**config.mk**
```make
export PLATFORM = sky130hd
export DESIGN_NAME = dcp_port
export DESIGN_NICKNAME = d
export VERILOG_FILES = /design/src/rtl/dcp_port.sv
export SDC_FILE = /design/constraint.sdc
export NUM_CORES = 1
export LEC_CHECK = 0
export ABC_AREA = 1
export ABC_CLOCK_PERIOD_IN_PS = 2220
export BUFFER_PORTS_ARGS = -buffer_cell sky130_fd_sc_hd__buf_2
export CELL_PAD_IN_SITES_DETAIL_PLACEMENT = 1
export CELL_PAD_IN_SITES_GLOBAL_PLACEMENT = 1
export CORE_AREA = 2 2 116 90
export CTS_CLUSTER_DIAMETER = 50
export CTS_CLUSTER_SIZE = 20
export DETAILED_ROUTE_END_ITERATION = 8
export DIE_AREA = 0 0 118 92
export GPL_TIMING_DRIVEN = 0
export PLACE_DENSITY = 0.88
export SYNTH_ARGS = -nofsm -noshare
export SYNTH_HDL_FRONTEND = slang
export SYNTH_SLANG_ARGS = --single-unit
```
**constraint.sdc**
```tcl
create_clock -name clk -period 2.22 [get_ports clk]
set_clock_uncertainty 0.1 [all_clocks]
set_input_delay 0.222 -clock clk [delete_from_list [all_inputs] [get_ports clk]]
set_output_delay 0.222 -clock clk [all_outputs]
set_load 0.05 [all_outputs]
```
**src/rtl/dcp_port.sv**
```systemverilog
// -----------------------------------------------------------------------------
// dcp_port
//   CPU-side register port for the Diagnostic Communication Processor.
//   Sits downstream of dcpctl: an address strobe (mas) latches the register
//   select and cycle direction, and a later data strobe (mds) performs the
//   access. Exposes a DATA register backed by TX/RX FIFOs and a
//   STATUS/CONTROL register, and talks to the DCP engine over valid/ready.
//
// Parameters
//   DEPTH  entries per FIFO (power of 2, >= 2)
//   TMO    max cycles from mas to mds before the cycle is abandoned
//
// Ports
//   clk, reset          clock; synchronous active-high reset
//   mas, mds            address / data strobes from dcpctl
//   la1                 register select (0 = DATA, 1 = STATUS/CONTROL)
//   rd                  cycle direction (1 = read), sampled with mas
//   wdata / rdata       CPU write data / registered CPU read data
//   tx_data/valid/ready byte stream toward the DCP engine (TX FIFO head)
//   rx_data/valid/ready byte stream from the DCP engine (into RX FIFO)
//   irq                 registered interrupt request
//
// STATUS layout: [0] rx_nempty [1] rx_full [2] tx_empty [3] tx_full
//                [4] err_ovf   [5] err_tmo [6] irq_en   [7] 0
// -----------------------------------------------------------------------------
module dcp_port #(
    parameter int unsigned DEPTH = 4,
    parameter int unsigned TMO   = 15
) (
    input  logic       clk,
    input  logic       reset,
    input  logic       mas,
    input  logic       mds,
    input  logic       la1,
    input  logic       rd,
    input  logic [7:0] wdata,
    output logic [7:0] rdata,
    output logic [7:0] tx_data,
    output logic       tx_valid,
    input  logic       tx_ready,
    input  logic [7:0] rx_data,
    input  logic       rx_valid,
    output logic       rx_ready,
    output logic       irq
);

    localparam int unsigned AW = $clog2(DEPTH);
    localparam int unsigned CW = $clog2(TMO + 1);

    typedef enum logic {
        IDLE,
        ADDR
    } state_t;

    state_t        state;
    logic          sel;
    logic          dir;
    logic [CW-1:0] cnt;

    logic [7:0]    tx_mem [DEPTH];
    logic [7:0]    rx_mem [DEPTH];
    logic [AW:0]   tx_wp, tx_rp, rx_wp, rx_rp;

    logic          irq_en, err_ovf, err_tmo;

    logic          tx_empty, tx_full, rx_nempty, rx_full;
    logic [7:0]    status;

    logic          tmo_hit, acc;
    logic          rd_data, rd_stat, wr_data, wr_ctrl, flush;
    logic          tx_push, tx_pop, rx_push, rx_pop;

    // Extra pointer MSB distinguishes full from empty when the indices match.
    assign tx_empty  = (tx_wp == tx_rp);
    assign tx_full   = (tx_wp[AW] != tx_rp[AW]) && (tx_wp[AW-1:0] == tx_rp[AW-1:0]);
    assign rx_nempty = (rx_wp != rx_rp);
    assign rx_full   = (rx_wp[AW] != rx_rp[AW]) && (rx_wp[AW-1:0] == rx_rp[AW-1:0]);

    assign status   = {1'b0, irq_en, err_tmo, err_ovf, tx_full, tx_empty, rx_full, rx_nempty};

    assign tx_valid = ~tx_empty;
    assign tx_data  = tx_mem[tx_rp[AW-1:0]];
    assign rx_ready = ~rx_full;

    always_comb begin
        // mas restarts the cycle; an expired window beats a same-cycle mds,
        // so mds is honoured at most TMO cycles after mas.
        tmo_hit = (state == ADDR) && !mas && (cnt == CW'(TMO));
        acc     = (state == ADDR) && !mas && mds && !tmo_hit;
        rd_data = acc &  dir & ~sel;
        rd_stat = acc &  dir &  sel;
        wr_data = acc & ~dir & ~sel;
        wr_ctrl = acc & ~dir &  sel;
        flush   = wr_ctrl & wdata[2];
        // Full/empty are taken before any same-cycle pop/push.
        tx_push = wr_data & ~tx_full;
        tx_pop  = tx_valid & tx_ready;
        rx_push = rx_valid & rx_ready;
        rx_pop  = rd_data & rx_nempty;
    end

    always_ff @(posedge clk) begin
        if (reset) begin
            state   <= IDLE;
            sel     <= 1'b0;
            dir     <= 1'b0;
            cnt     <= '0;
            tx_wp   <= '0;
            tx_rp   <= '0;
            rx_wp   <= '0;
            rx_rp   <= '0;
            rdata   <= '0;
            irq_en  <= 1'b0;
            err_ovf <= 1'b0;
            err_tmo <= 1'b0;
            irq     <= 1'b0;
        end else begin
            unique case (state)
                IDLE: begin
                    if (mas) begin
                        state <= ADDR;
                        sel   <= la1;
                        dir   <= rd;
                        cnt   <= '0;
                    end
                end
                ADDR: begin
                    if (mas) begin
                        sel <= la1;
                        dir <= rd;
                        cnt <= '0;
                    end else if (tmo_hit || mds) begin
                        state <= IDLE;
                    end else begin
                        cnt <= cnt + CW'(1);
                    end
                end
            endcase

            // Flush overrides any same-cycle engine push/pop.
            if (flush) begin
                tx_wp <= '0;
                tx_rp <= '0;
                rx_wp <= '0;
                rx_rp <= '0;
            end else begin
                if (tx_push) tx_wp <= tx_wp + (AW+1)'(1);
                if (tx_pop)  tx_rp <= tx_rp + (AW+1)'(1);
                if (rx_push) rx_wp <= rx_wp + (AW+1)'(1);
                if (rx_pop)  rx_rp <= rx_rp + (AW+1)'(1);
            end

            if (rd_data)
                rdata <= rx_nempty ? rx_mem[rx_rp[AW-1:0]] : 8'h00;
            else if (rd_stat)
                rdata <= status;

            if (wr_ctrl)
                irq_en <= wdata[0];

            // Clear first, then set, so a same-cycle set is kept.
            if (wr_ctrl && wdata[1]) begin
                err_ovf <= 1'b0;
                err_tmo <= 1'b0;
            end
            if (wr_data && tx_full)
                err_ovf <= 1'b1;
            if (tmo_hit)
                err_tmo <= 1'b1;

            irq <= irq_en & (rx_nempty | err_ovf | err_tmo);
        end
    end

    // FIFO storage; contents behind the pointers need no reset.
    always_ff @(posedge clk) begin
        if (!reset && !flush) begin
            if (tx_push) tx_mem[tx_wp[AW-1:0]] <= wdata;
            if (rx_push) rx_mem[rx_wp[AW-1:0]] <= rx_data;
        end
    end

endmodule

```
== After elaboration in Yosys (flattened, before gate mapping) ==
Memories as Yosys holds them, arrays and structs flattened. A register that Yosys moved wholly into a read port is not among the register bits.
Index checks and enable logic that the tools add are counted.

* Word-level logic and storage cells: 94
* Memory bits (writable): 64
* Bits in registers: 31
* Output and inout bits: 19
* Input bits: 24
* Memories: 2

{| class="wikitable"
|+ Memory list
! memory !! depth !! width !! rd ports !! clocked after memory_dff !! write ports !! line !! text
|-
| rx_mem || 4 || 8 || 1 || 1 || 1 || 61 || <nowiki>logic [7:0] rx_mem [DEPTH];</nowiki>
|-
| tx_mem || 4 || 8 || 1 || 1 || 1 || 60 || <nowiki>logic [7:0] tx_mem [DEPTH];</nowiki>
|}

* Bitwise operators: 20
* Reduce and logical (&&, ||, !) cells: 19
* Muxes and demuxes: 26
* Add/sub/neg operators: 5
* Equality and inequality tests: 9

{| class="wikitable"
|+ Operators by type and width
! operator !! count
|-
| 2-to-1 mux 8 bit || 3
|-
| 2-to-1 mux 1 bit || 14
|-
| adder 3 x 1 -> 3 bit (second input constant) || 4
|-
| AND 1 bit || 12
|-
| 2-to-1 mux 4 bit || 3
|-
| logical AND 1 bit || 9
|-
| 2-to-1 mux 2 bit || 4
|-
| case mux 4 bit (2 select lines) || 1
|-
| inverter 1 bit || 6
|-
| nonzero test 2 bit || 3
|-
| adder 4 x 1 -> 4 bit (second input constant) || 1
|-
| equality test 2 bit || 2
|-
| equality test 4 bit (second input constant) || 1
|-
| logical NOT 1 bit || 4
|-
| equality test 3 bit || 1
|-
| != test 3 bit || 1
|-
| != test 3 bit (second input constant) || 1
|-
| != test 1 bit || 2
|-
| != test 2 bit (second input constant) || 1
|-
| bitwise OR 1 bit || 2
|-
| case mux 1 bit (2 select lines) || 1
|-
| AND reduction 2 bit || 1
|-
| OR reduction 2 bit || 1
|-
| logical OR 1 bit || 1
|}

== Logic depth before layout (Yosys ltp) ==
* Depth after elaboration: 12
* Gate-level depth with buffers: 9
* Gate-level depth less buffers: 9

== Worst setup path after synthesis ==
OpenSTA, ideal clock, no wires.

* Kind: register -> register
* Start: reg rx_wp[0]
* End: mem rx_mem[0][0] (enable)
* Data required time: 1.749 ns
* Path buffers: 0
* Cell stages (with the launch flop): 9
* Clock period less this slack: 2.291 ns
* Library setup time: 0.371 ns
* Arrival time: 1.820 ns
* Path slack: -0.071 ns
* Path through: dfxtp_1 > inv_1 > nand2_1 > nand2_1 > nand3_1 > nand2_1 > inv_1 > nand2_1 > nor2_1

* Word-level cells in the longest chain between the ends: 7

{| class="wikitable"
|+ Ends and longest elaborated chain
! element !! line !! text
|-
| start, declared || 62 || <nowiki>logic [AW:0] tx_wp, tx_rp, rx_wp, rx_rp;</nowiki>
|-
| start signal, assigned || 149 || <nowiki>if (rx_push) rx_wp <= rx_wp + (AW+1)'(1);</nowiki>
|-
| equality test 2 bit || 77 || <nowiki>assign rx_full = (rx_wp[AW] != rx_rp[AW]) && (rx_wp[AW-1:0] == rx_rp[AW-1:0]);</nowiki>
|-
| logical AND 1 bit || 77 ||
|-
| inverter 1 bit || 83 || <nowiki>assign rx_ready = ~rx_full;</nowiki>
|-
| via rx_ready || 43 || <nowiki>output logic rx_ready,</nowiki>
|-
| AND 1 bit || 98 || <nowiki>rx_push = rx_valid & rx_ready;</nowiki>
|-
| 2-to-1 mux 1 bit || 179 || <nowiki>if (rx_push) rx_mem[rx_wp[AW-1:0]] <= rx_data;</nowiki>
|-
| 2-to-1 mux 1 bit || 177 || <nowiki>if (!reset && !flush) begin</nowiki>
|-
| 2-to-1 mux 1 bit (not written as such) || 179 ||
|-
| end, declared || 61 ||
|}

The timed path passes the listed nets, and every way through them passes these cells.

==> flow_metrics.py <==
metrics = {
    "cts": {
        "ctsLongestPathBuffers": 2,
        "h-tree-depth": 3,
        "clk_latency_ns": 0.35,
        "cts-root-buf": "clkbuf_16",
        "cts_tree": "done",
        "clock_sinks": 99,
        "clkTransAtPathRegs_ns": 0.07,
        "cts_buffers": 9,
    },
    "placement": {
        "place.gp.congestion": 0.7922,
        "dpl_cell_area_mm2": 0.004629,
        "port_buffers": 41,
        "dp_hpwl_um": 8142,
        "place_ws_ns": -0.4335,
    },
    "timing": {
        "hold_slack_ns": -0.0009276,
        "worstMarginPinSlew_ns": 0.5583,
        "finalSetupTns_ns": 0,
        "rsz0062_at_grt": "false",
        "final_hold_viol_count": 4,
        "period_minus_slack_ns": 2.136,
        "layout_setup_ws_ns": 0.08416,
        "setup_violations": 0,
        "finalCritPeriodShare_pct": 96.21,
        "slew_headroom_pct": 62.78,
        "timing.fmax_mhz": 468.2,
        "drv_slew": 0,
    },
    "global_routing": {
        "antenna_found_initial": 0,
        "grtUsageMet3_pct": 4.664,
        "overflow": 0,
        "grt_util_met2_pct": 42.97,
        "use_met1_pct": 27.73,
        "grt_pass1_vias": 3822,
        "top_usage_layer": "met2",
        "grt_max_degree": 18,
        "grt_first_pass_wirelength_um": 19730,
        "grtUsageTotal_pct": 23.86,
    },
    "setup_path": {
        "worstPathArrival_ns": 1.81,
        "max_stage_delay_ns": 0.38,
        "rr_endpoint": "tx_mem[0][3]",
        "cp-start-kind": "flip-flop",
        "r2r-start": "cnt[0]",
        "cp.required_ns": 1.90,
        "cp_max_fo": 10,
        "end_kind": "output pin",
        "rrSetupSlack_ns": 0.09,
        "crit_chain": "inv_1 > clkbuf_4 > nor2_1 > o22ai_1 > buf_4",
        "crit_type": "reg -> out",
        "path_delay_family": "buffers and inverters",
        "path_buf_inv": 3,
        "rr_worst_depth": 9,
        "crit_slowest_cell": "dfxtp_2",
    },
    "worst_hold_path": {
        "hold_end": "tx_mem[0][4]",
        "worstHoldStart": "wdata[4]",
        "hold_depth": 1,
        "hold_class": "in -> reg",
    },
    "synth": {
        "yosys.area.top_type_share_pct": 45.23,
        "ys_seq_area_share_pct": 61.72,
        "synth_cells": 444,
        "netlist_area_mm2": 0.004249,
        "synth.distinct_cells": 21,
        "yosys_warnings": 0,
        "async_reset_ff_share_pct": 0,
        "yosysMostFrequentCell": "nand2_1",
        "syn-num-nets": 479,
        "yosys-top-cells-area": "edfxtp_1 45%, dfxtp_1 16%, nand2_1 8.3%",
        "synth_common_cells": "94 x nand2_1, 64 x edfxtp_1, 59 x nor2_1, 47 x inv_1, 36 x a21oi_1",
        "syn_area_per_cell_um2": 9.570,
        "yosys.area.top_type": "edfxtp_1",
        "synth_edf_count": 64,
        "synth_seq_cells": 99,
        "synthFlopType": "edfxtp_1",
    },
    "power_and_ir_drop": {
        "power.internal_mw": 3.071,
        "seqPwrFrac_pct": 49.6,
        "ir_drop_v": 0.0003590,
        "p_per_area_mw_per_mm2": 772.5,
        "p_sw_mw": 0.9825,
        "p_comb_share_pct": 7.9,
        "swShare_pct": 24.24,
        "clock_power_share_pct": 42.5,
        "p_leak_nw": 2.071,
        "totalPowerFinal_mw": 4.054,
    },
    "outcome": {
        "status": "complete, but fails checks",
        "failed_checks": "hold timing",
    },
    "floorplan": {
        "rows": 32,
        "die_y_um": 92,
        "core_mm2": 0.009889,
        "ios": 43,
        "initial_utilization_pct": 42.97,
        "die_w_um": 118,
        "die_area_mm2": 0.01086,
    },
    "final_layout": {
        "drive_gt1_share_pct": 18.99,
        "nNetsFinal": 546,
        "syn_to_final_growth_pct": 23.50,
        "antenna_cells": 0,
        "final_core_util_pct": 53.06,
        "fin_area_mm2": 0.005248,
    },
    "job": {
        "maxCapViolations": 0,
    },
    "route": {
        "ant_nets": 0,
        "wire_per_inst_um": 19.99,
        "drt_wl_total_um": 13030,
        "vias": 3508,
        "drt_iter0_drc": 214,
        "dr.pass1.iters": 5,
        "via_per_inst": 5.380,
        "drc": 0,
    },
}
-- area by class of cell --
type,count,area (um^2)
flip-flops and latches,99,2624
fillers,1116,4642
well taps,136,170.2
clock inverters,7,98.84
multi-input cells,286,1495
clock buffers,9,225.2
repair buffers,56,395.4
inverters,48,182.7
plain buffers,11,56.30
-- per-stage QoR --
step | hold WS (ns) | cells
floorplan | 0.2209 | 444
global placement | 0.3307 | 621
detailed placement | 0.3445 | 621
CTS | 0.002066 | 648
global route | 0.0004217 | 652
finish | -0.0009276 | 652
-- kinds of logic after synthesis --
family	synth area share [%]
fa+ha+maj	3.239
buf+inv	5.389
flops	61.72
xor+xnor	0.8244
compound gates	9.070
simple gates	19.76
-- state kept, by name (all words and copies together) (netlist names), named ones only --
name     cells
rx_mem      32
tx_mem      32
rdata        8
cnt          4
rx_rp        3
rx_wp        3
tx_rp        3
tx_wp        3
dir          1
err_ovf      1
err_tmo      1
irq          1
irq_en       1
sel          1
state        1
-- what timing repair did --
item                                   4_1_cts  5_1_grt
endpoints found under the hold margin       16        4
hold buffers                                 4        1
pin swaps                                    6        6
setup buffers                                7        3
gates resized for setup                     25        8
setup endpoints to repair                   72       68
cloned                                       0        0
-- worst max-delay path by stage --
stage | start | endpoint | slack, ns | depth (start not counted)
6_report | flip-flop | tx_data[5] | 0.08 | 5
5_1_grt | tx_wp[0] | tx_mem[2][3] | 0.009 | 9
4_1_cts | cnt[0] | tx_mem[3][4] | 0.02 | 8
3_5_place_dp | cnt[0] | rx_mem[1][0] | -0.43 | 9
3_3_place_gp | cnt[0] | rx_mem[2][2] | -0.31 | 9
2_1_floorplan | rx_wp[0] | rx_mem[0][0] | 0.17 | 8
-- metal layers --
metal,part of all wire [%],wire length [um]
met3,4.8,620
met1,40,5268
met4,2.9,374
met5,0,0
met2,52,6771
-- power groups by stage --
stage | logic (mW) | registers (mW) | clock network (mW)
after global placement | 0.254 | 2.05 | 0
after floorplan | 0.169 | 2.05 | 0
after CTS | 0.307 | 2.01 | 1.72
final | 0.319 | 2.01 | 1.72
after global routing | 0.343 | 2.01 | 1.80
after detailed placement | 0.275 | 2.05 | 0
-- layout by cell type, fill, tap and decap left out, drive strengths merged --
cell type,instances
clkinv,1
dlygate4sd3,5
edfxtp,64
nor2,62
dfxtp,35
clkbuf,15
clkinvlp,2
a21oi,36
buf,56
ha,11
nand2,96
xor2,4
bufinv,2
o22ai,8
o21ai,31
inv,50
nand4,2
nand3,36
(Power assumes the default switching activity.)
